**src/rtl/tc_pkg.sv**
```systemverilog
// Shared light encodings, state codes and direction constants for the intersection scheduler.
package tc_pkg;

   localparam logic [2:0] LT_RED = 3'b100;
   localparam logic [2:0] LT_YEL = 3'b010;
   localparam logic [2:0] LT_GRN = 3'b001;

   typedef enum logic [2:0] {
      S_AG  = 3'd0,
      S_AY  = 3'd1,
      S_RR  = 3'd2,
      S_PED = 3'd3,
      S_BG  = 3'd4,
      S_BY  = 3'd5
   } state_e;

   typedef enum logic {
      DIR_A = 1'b0,
      DIR_B = 1'b1
   } dir_e;

endpackage

```
**src/rtl/tc_phase_timer.sv**
```systemverilog
// Phase tick counter: synchronous clear wins over enable, counts saturate at all-ones.
// t_o is one wider than the count so that count+1 never wraps.
module tc_phase_timer #(
   parameter int CNT_W = 4
) (
   input  logic             clk_i,
   input  logic             rst_ni,
   input  logic             clr_i,
   input  logic             en_i,
   output logic [CNT_W-1:0] cnt_o,
   output logic [CNT_W:0]   t_o
);

   localparam logic [CNT_W-1:0] CNT_MAX = '1;

   logic [CNT_W-1:0] cnt_q;
   logic [CNT_W-1:0] cnt_d;

   always_comb begin
      cnt_d = cnt_q;
      if (clr_i) begin
         cnt_d = '0;
      end else if (en_i && (cnt_q != CNT_MAX)) begin
         cnt_d = cnt_q + {{(CNT_W-1){1'b0}}, 1'b1};
      end
   end

   always_ff @(posedge clk_i or negedge rst_ni) begin
      if (!rst_ni) begin
         cnt_q <= '0;
      end else begin
         cnt_q <= cnt_d;
      end
   end

   assign cnt_o = cnt_q;
   assign t_o   = {1'b0, cnt_q} + {{CNT_W{1'b0}}, 1'b1};

endmodule

```
**src/rtl/tc_timed_scheduler.sv**
```systemverilog
// Timed two-road intersection scheduler (Moore): min/max green, yellow, all-red, optional WALK.
// Exits are evaluated only on en_i ticks; lights decode purely from the state register.
module tc_timed_scheduler
   import tc_pkg::*;
#(
   parameter int GREEN_MIN = 3,
   parameter int GREEN_MAX = 8,
   parameter int YELLOW_T  = 2,
   parameter int ALLRED_T  = 1,
   parameter int PED_T     = 4,
   parameter int CNT_W     = 4
) (
   input  logic       clk_i,
   input  logic       rst_ni,
   input  logic       en_i,
   input  logic       t_a_i,
   input  logic       t_b_i,
   input  logic       p_req_i,
   output logic [2:0] l_a_o,
   output logic [2:0] l_b_o,
   output logic       walk_o,
   output logic [2:0] state_o
);

   // Green limits compare against the raw count: count >= N-1 means this tick is the N-th.
   localparam logic [CNT_W-1:0] GMIN_M1 = CNT_W'(GREEN_MIN - 1);
   localparam logic [CNT_W-1:0] GMAX_M1 = CNT_W'(GREEN_MAX - 1);
   localparam logic [CNT_W:0]   YEL_C   = (CNT_W+1)'(YELLOW_T);
   localparam logic [CNT_W:0]   ARED_C  = (CNT_W+1)'(ALLRED_T);
   localparam logic [CNT_W:0]   PED_C   = (CNT_W+1)'(PED_T);

   state_e state_q, state_d;
   dir_e   next_dir_q, next_dir_d;
   logic   ped_pend_q, ped_pend_d;
   logic   state_chg;

   logic [CNT_W-1:0] timer_cnt;
   logic [CNT_W:0]   t;
   logic             min_ok, max_ok;

   assign min_ok = (timer_cnt >= GMIN_M1);
   assign max_ok = (timer_cnt >= GMAX_M1);

   always_comb begin
      state_d = state_q;
      unique case (state_q)
         S_AG:  if (en_i && (t_b_i || ped_pend_q) && ((min_ok && !t_a_i) || max_ok)) state_d = S_AY;
         S_BG:  if (en_i && (t_a_i || ped_pend_q) && ((min_ok && !t_b_i) || max_ok)) state_d = S_BY;
         S_AY,
         S_BY:  if (en_i && (t == YEL_C)) state_d = S_RR;
         S_RR: begin
            if (en_i && (t == ARED_C)) begin
               if (ped_pend_q)                state_d = S_PED;
               else if (next_dir_q == DIR_A) state_d = S_AG;
               else                          state_d = S_BG;
            end
         end
         S_PED: if (en_i && (t == PED_C)) state_d = (next_dir_q == DIR_A) ? S_AG : S_BG;
         default: state_d = S_AG;
      endcase
   end

   assign state_chg = (state_d != state_q);

   always_comb begin
      ped_pend_d = ped_pend_q;
      next_dir_d = next_dir_q;
      if (p_req_i && (state_q != S_PED)) ped_pend_d = 1'b1;
      // Entering PED consumes the request that selected it; a press on that same edge is dropped.
      if (state_chg && (state_d == S_PED)) ped_pend_d = 1'b0;
      if (state_chg && (state_d == S_AY))  next_dir_d = DIR_B;
      if (state_chg && (state_d == S_BY))  next_dir_d = DIR_A;
   end

   always_ff @(posedge clk_i or negedge rst_ni) begin
      if (!rst_ni) begin
         state_q    <= S_AG;
         ped_pend_q <= 1'b0;
         next_dir_q <= DIR_B;
      end else begin
         state_q    <= state_d;
         ped_pend_q <= ped_pend_d;
         next_dir_q <= next_dir_d;
      end
   end

   tc_phase_timer #(
      .CNT_W (CNT_W)
   ) u_timer (
      .clk_i  (clk_i),
      .rst_ni (rst_ni),
      .clr_i  (state_chg),
      .en_i   (en_i),
      .cnt_o  (timer_cnt),
      .t_o    (t)
   );

   always_comb begin
      l_a_o = LT_RED;
      l_b_o = LT_RED;
      if (state_q == S_AG) l_a_o = LT_GRN;
      if (state_q == S_AY) l_a_o = LT_YEL;
      if (state_q == S_BG) l_b_o = LT_GRN;
      if (state_q == S_BY) l_b_o = LT_YEL;
   end

   assign walk_o  = (state_q == S_PED);
   assign state_o = state_q;

endmodule

```
**config.mk**
```make
export PLATFORM = sky130hd
export DESIGN_NAME = tc_timed_scheduler
export DESIGN_NICKNAME = d
export VERILOG_FILES = /design/src/rtl/tc_pkg.sv /design/src/rtl/tc_phase_timer.sv /design/src/rtl/tc_timed_scheduler.sv
export SDC_FILE = /design/constraint.sdc
export NUM_CORES = 1
export LEC_CHECK = 0
export ABC_AREA = 1
export CAP_MARGIN = 10
export CORE_UTILIZATION = 30
export DETAILED_ROUTE_END_ITERATION = 6
export GPL_ROUTABILITY_DRIVEN = 0
export PLACE_DENSITY = 0.57
export SLEW_MARGIN = 15
export SYNTH_ARGS = -nofsm -noshare
export SYNTH_HDL_FRONTEND = slang
export SYNTH_SLANG_ARGS = --single-unit
```
**constraint.sdc**
```tcl
create_clock -name clk_i -period 1.6 [get_ports clk_i]
set_input_delay 0.32 -clock clk_i [delete_from_list [all_inputs] [get_ports clk_i]]
set_output_delay 0.32 -clock clk_i [all_outputs]
set_load 0.02 [all_outputs]
```
==> metrics.md, run 1 <==
| Metric | Value |
|---|---|
| Vias in the first global route | 814 |
| Synth Area in XOR/XNOR | 0.0118 |
| Clock-pin transition on the worst setup and hold timing paths | 0.07 ns |
| Reg2reg setup slack | -0.02 ns |
| Mean Syn Cell Area | 6.60 µm² |
| Post-Layout Inst Area | 1250 µm² |
| CTS tree | built |
| Tcrit/Tclk final | 1.01 |
| Post-Syn Area | 739 µm² |
| Commonest non-fill, non-tap cell in the layout | buf_4 |
| HPWL Detailed | 1510 µm |
| Clock latency on the worst-skew pair | 0.26 ns |
| Beginning of the critical path | u_timer.cnt_o[0] |
| F_max | 0.617 GHz |
| Rows | 17 |
| Worst Path Max Fanout | 4 |
| Synth cell types | 20 |
| Synth Area in Compound Gates | 0.0745 |
| Syn Nets | 123 |
| Number of max-cap violations | 0 |
| Ports | 16 |
| Initial Util | 0.325 |
| Status | finished with violations |
| Setup slack at placement | -0.161 ns |
| Startpoint Class | register |
| IO Port Bufs | 15 |
| Post-layout util | 0.548 |
| Antenna cell count | 0 |
| Placed Area | 1090 µm² |
| Post-synthesis cell count | 112 |
| Die width | 51.6 µm |
| Fraction of the mapped netlist area in adder cells | 0.0846 |
| CP Class | reg2reg |
| Ratio of cells with drive above 1 in the final layout | 0.531 |
| Hold Path Class | in2async |
| Nets@finish | 172 |
| Clock buffer depth | 2 |
| CP Capture Point | u_timer.cnt_o[3] |
| Root Buffer | clkbuf_4 |
| Worst-case vdd ir drop | 717 µV |
| Setup violations, final | 4 |
| Commonest non-fill, non-tap cells in the layout | buf_4, nand2_1, inv_1 |
| Drt wl/cell | 10.8 µm |
| Clock skew | 0.00295 ns |
| Post-synthesis mux area share | 0 |
| Failing checks | negative setup slack |
| Data required, critical path | 1.75 ns |
| Via count | 815 |
| Cts hold-fix bufs | 0 |
| Lkg Pwr | 0.680 nW |
| Area grow syn2layout | 68.5% |
| Crit Reg-Reg Startpoint | u_timer.cnt_o[0] |
| Tmin final | 1.62 ns |
| Max_slew headroom | 0.709 |
| Die area | 2670 µm² |
| Reg2Reg Depth | 11 |
| Drt via density | 4.34 |
| Clock sinks | 9 |
| Grt ovf | 0 |
| H-Tree Level Count | 1 |
| Worst slew pin tran | 0.435 ns |
| Simple-gate share of the synthesized area | 0.391 |
| DRC errors left | 0 |
| CP Data Arrival Time | 1.77 ns |
| DR iter-0 viols | 10 |
| Ys Warns | 0 |
| Final hold vios | 0 |
| Final slew viol count | 0 |
| Final WS setup | -0.0204 ns |
| Core Area | 2280 µm² |
| Number of cells in the finished layout apart from fillers | 188 |
| Antenna violations before repair | 0 |
| Inst Count DP | 178 |
| Power Density | 1650 nW/µm² |
| DRT antenna net count | 0 |
| Unrepaired setup endpoints after global routing | true |
| Flops & latches, synth | 9 |
| CP Capture Type | register |
| First-pass GRT wire length | 3350 µm |
| Sequential area share after synthesis | 0.306 |
| Pin count of the biggest net entering global routing | 10 |
| TritonCTS buffer count | 3 |
| Largest family of logic cells by synthesized area | simple AND/OR/NAND/NOR gates |
| DRT Pass-1 Iters | 4 |
| Drt total wl | 2030 µm |
| Pwr Total | 2.05 mW |
| Total GRT Usage | 0.170 |
| Die Height | 51.6 µm |
| Reg2reg end | u_timer.cnt_o[3] |
## critical path, stage by stage, from the launching register on
cell	delay, ns
dfrtp_2	0.45
inv_2	0.07
buf_4	0.10
ha_2	0.16
inv_2	0.04
nor2_4	0.11
nand4_1	0.14
buf_4	0.18
nand3_4	0.08
nand2_4	0.05
nand3_4	0.07
nor2_1	0.05
## synth_stat cells (all sizes together)
cell    number  area share
inv         23        0.12
a21oi        2       0.014
xor2         1       0.012
a21o         1       0.010
dfstp        1       0.036
nor3         2       0.020
nand4        3       0.025
o21ai        6       0.041
dfrtp        8        0.27
a21boi       1       0.010
ha           5       0.085
buf          1       0.015
nor2        17        0.10
nand3       10       0.074
nand2       31        0.17
## logic make-up after synthesis
logic type	Yosys count
compound gates	10
xor+xnor	1
fa+ha+maj	5
buf+inv	24
flops	9
simple gates	63
## stage by stage
stage / setup TNS (ns) / hold slack (ns)
6_report: -0.0576 / 0.359
5_1_grt: -0.514 / 0.375
4_1_cts: 0 / 0.370
3_5_place_dp: -1.09 / 0.455
3_3_place_gp: -0.829 / 0.456
2_1_floorplan: 0 / 0.0244
## report_power, final
part	leakage (nW)	total (mW)	switching (mW)	internal [mW]
Sequential	0.104	0.446	0.116	0.330
Combinational	0.558	1.42	0.756	0.667
Clock	0.0177	0.181	0.0886	0.0925
## layer usage
layer | global-route usage | routed length [µm] | vias up
li1 | - | - | 442
met1 | 0.209 | 940 | 359
met2 | 0.286 | 1010 | 10
met3 | 0.0468 | 56 | 4
met4 | 0.0541 | 16 | 0
met5 | 0 | 0 | -
## area by class of cell
class                   instances  area [µm²]
well taps                      28        35.0
clock inverters                 1        5.00
fillers                       226        1030
clock buffers                   3        22.5
flip-flops and latches          9         230
inverters                      23        88.8
multi-input cells              79         518
repair buffers                 45         347
## worst min-delay path by stage
stage,end,slack [ns]
2_1_floorplan,ped_pend_q,0.02
6_report,state_o[2],0.36
4_1_cts,state_o[0],0.37
3_5_place_dp,next_dir_q,0.45
3_3_place_gp,next_dir_q,0.46
5_1_grt,state_o[0],0.37
## sequential cells by signal, summed over array words and instances, names as in the netlist
signal	cells
u_timer.cnt_o	4
state_o	3
next_dir_q	1
ped_pend_q	1
## repair_timing
item,4_1_cts,5_1_grt
endpoints found under the hold margin,0,0
pin swaps,16,18
resized for setup,41,28
buffers inserted,4,3
endpoints found under the setup margin,14,14
Note: power is estimated with default switching activity, not from simulation.
==> inputs of run 2 (changes only) <==
--- a/config.mk
+++ b/config.mk
@@ -7,6 +7,7 @@
 export LEC_CHECK = 0
 export ABC_AREA = 1
 export CAP_MARGIN = 10
+export CORE_ASPECT_RATIO = 0.9
 export CORE_UTILIZATION = 30
 export DETAILED_ROUTE_END_ITERATION = 6
 export GPL_ROUTABILITY_DRIVEN = 0
==> run 2 against run 1 <==
- the run still ends with negative setup slack left
- die area barely moved
- register-to-register slack got worse by 0.06 ns
- core utilization rose by 2.3 points
- maximum frequency fell by 3.5%
- global-route usage rose by 0.055 points
- largest power group unchanged
- highest routed layer unchanged
==> metrics.md, run 2 (synthesis results as in run 1) <==
| Metric | Value |
|---|---|
| Startpoint Class | register |
| TritonCTS buffer count | 3 |
| Reg2reg setup slack | -0.08 ns |
| Hold Path Class | in2async |
| Commonest non-fill, non-tap cell in the layout | buf_4 |
| # fillers | 201 |
| Area grow syn2layout | 73.1% |
| Clock skew | 0.00194 ns |
| Max_slew headroom | 0.720 |
| Reg2Reg Depth | 10 |
| CP Capture Type | register |
| Initial Util | 0.330 |
| Power Density | 1700 nW/µm² |
| Ratio of cells with drive above 1 in the final layout | 0.547 |
| Clock latency on the worst-skew pair | 0.26 ns |
| Status | finished with violations |
| H-Tree Level Count | 1 |
| Worst Path Max Fanout | 5 |
| Die area | 2670 µm² |
| Worst slew pin tran | 0.419 ns |
| Die width | 54.3 µm |
| Final hold vios | 0 |
| Antenna cell count | 0 |
| Lkg Pwr | 0.670 nW |
| Die Height | 49.1 µm |
| Number of max-cap violations | 0 |
| Vias in the first global route | 833 |
| Crit Reg-Reg Startpoint | u_timer.cnt_o[1] |
| HPWL Detailed | 1520 µm |
| DRC errors left | 0 |
| Total GRT Usage | 0.171 |
| Unrepaired setup endpoints after global routing | true |
| CP Data Arrival Time | 1.87 ns |
| Ports | 16 |
| Final WS setup | -0.0784 ns |
| Root Buffer | clkbuf_4 |
| IO Port Bufs | 15 |
| Setup violations, final | 4 |
| Drt wl/cell | 11.7 µm |
| Rows | 16 |
| Failing checks | negative setup slack |
| CP Class | reg2reg |
| Post-Layout Inst Area | 1280 µm² |
| Clock buffer depth | 2 |
| Final slew viol count | 0 |
| WHS | 0.360 ns |
| Nets@finish | 171 |
| Cts hold-fix bufs | 0 |
| Antenna violations before repair | 0 |
| Setup slack at placement | -0.155 ns |
| CP Capture Point | u_timer.cnt_o[1] |
| Clock-pin transition on the worst setup and hold timing paths | 0.06 ns |
| DRT antenna net count | 0 |
| Drt total wl | 2180 µm |
| Core Area | 2240 µm² |
| F_max | 0.596 GHz |
| Max FFs per register | 4 |
| First-pass GRT wire length | 3330 µm |
| Beginning of the critical path | u_timer.cnt_o[1] |
| Grt ovf | 0 |
| Placed Area | 1090 µm² |
| Tcrit/Tclk final | 1.05 |
| DR iter-0 viols | 24 |
| Post-layout util | 0.571 |
| CTS tree | built |
| DRT Pass-1 Iters | 4 |
| Drt via density | 4.65 |
| Data required, critical path | 1.79 ns |
| Commonest non-fill, non-tap cells in the layout | buf_4, nand2_1, inv_1 |
| Via count | 864 |
| Tmin final | 1.68 ns |
| Worst-case vdd ir drop | 777 µV |
| Pin count of the biggest net entering global routing | 10 |
| Clock sinks | 9 |
| Reg2reg end | u_timer.cnt_o[1] |
==> run 2: cell count changes in the layout (fill, tap and decap cells not counted), sizes merged <==
cell / previous run / this run
buf: 35 / 33
clkdlybuf4s15: 0 / 1
==> run 2: worst min path at each step <==
stage	from	end	cells past startpoint
final	rst_ni	state_o[0]	1
after global routing	rst_ni	state_o[0]	1
after CTS	rst_ni	state_o[2]	1
after detailed placement	next_dir_q	next_dir_q	2
after global placement	next_dir_q	next_dir_q	2
after floorplan	rst_ni	ped_pend_q	0
==> run 2: stage by stage <==
stage | power (mW) | setup TNS [ns] | std cells
6_report | 2.17 | -0.254 | 186
5_1_grt | 2.35 | -0.624 | 186
4_1_cts | 1.92 | -0.104 | 182
3_5_place_dp | 1.63 | -1.14 | 177
3_3_place_gp | 1.62 | -0.920 | 177
2_1_floorplan | 1.07 | 0 | 112
==> run 2: metal layers <==
metal  vias up  global-route usage  part of all wire
met2        26               0.289              0.49
li1        440                   -                 -
met5         -                   0                 0
met1       394               0.207              0.45
met3         4              0.0498             0.050
met4         0              0.0385            0.0096
==> run 2: cell type report <==
cell class,instances,area (µm²),share of cell area
Tap cell,27,33.8,0.0264
Sequential cell,9,231,0.181
Clock inverter,1,5.00,0.00391
Inverter,23,88.8,0.0694
Clock buffer,3,22.5,0.0176
Timing Repair Buffer,44,349,0.273
Multi-Input combinational cell,79,549,0.429
==> run 2: critical path, stage by stage, from the launching register on <==
cell and delay [ns]:
dfrtp_2 0.47, ha_4 0.21, nand3_2 0.07, nand2_2 0.06
inv_2 0.10, nand4_1 0.21, nand2_2 0.15, nor2_4 0.05
nand2_2 0.07, nand3_4 0.10, nor2_2 0.11
==> run 2: power by group <==
group	internal (mW)	total (mW)	switching, mW
logic	0.715	1.53	0.811
clock network	0.0922	0.174	0.0816
registers	0.331	0.474	0.143
total	1.14	2.17	1.04
==> run 2: repair_timing <==
| item | CTS | global route |
|---|---|---|
| buffers inserted | 2 | 4 |
| pin swaps | 13 | 17 |
| setup endpoints to repair | 15 | 14 |
| resized for setup | 41 | 36 |
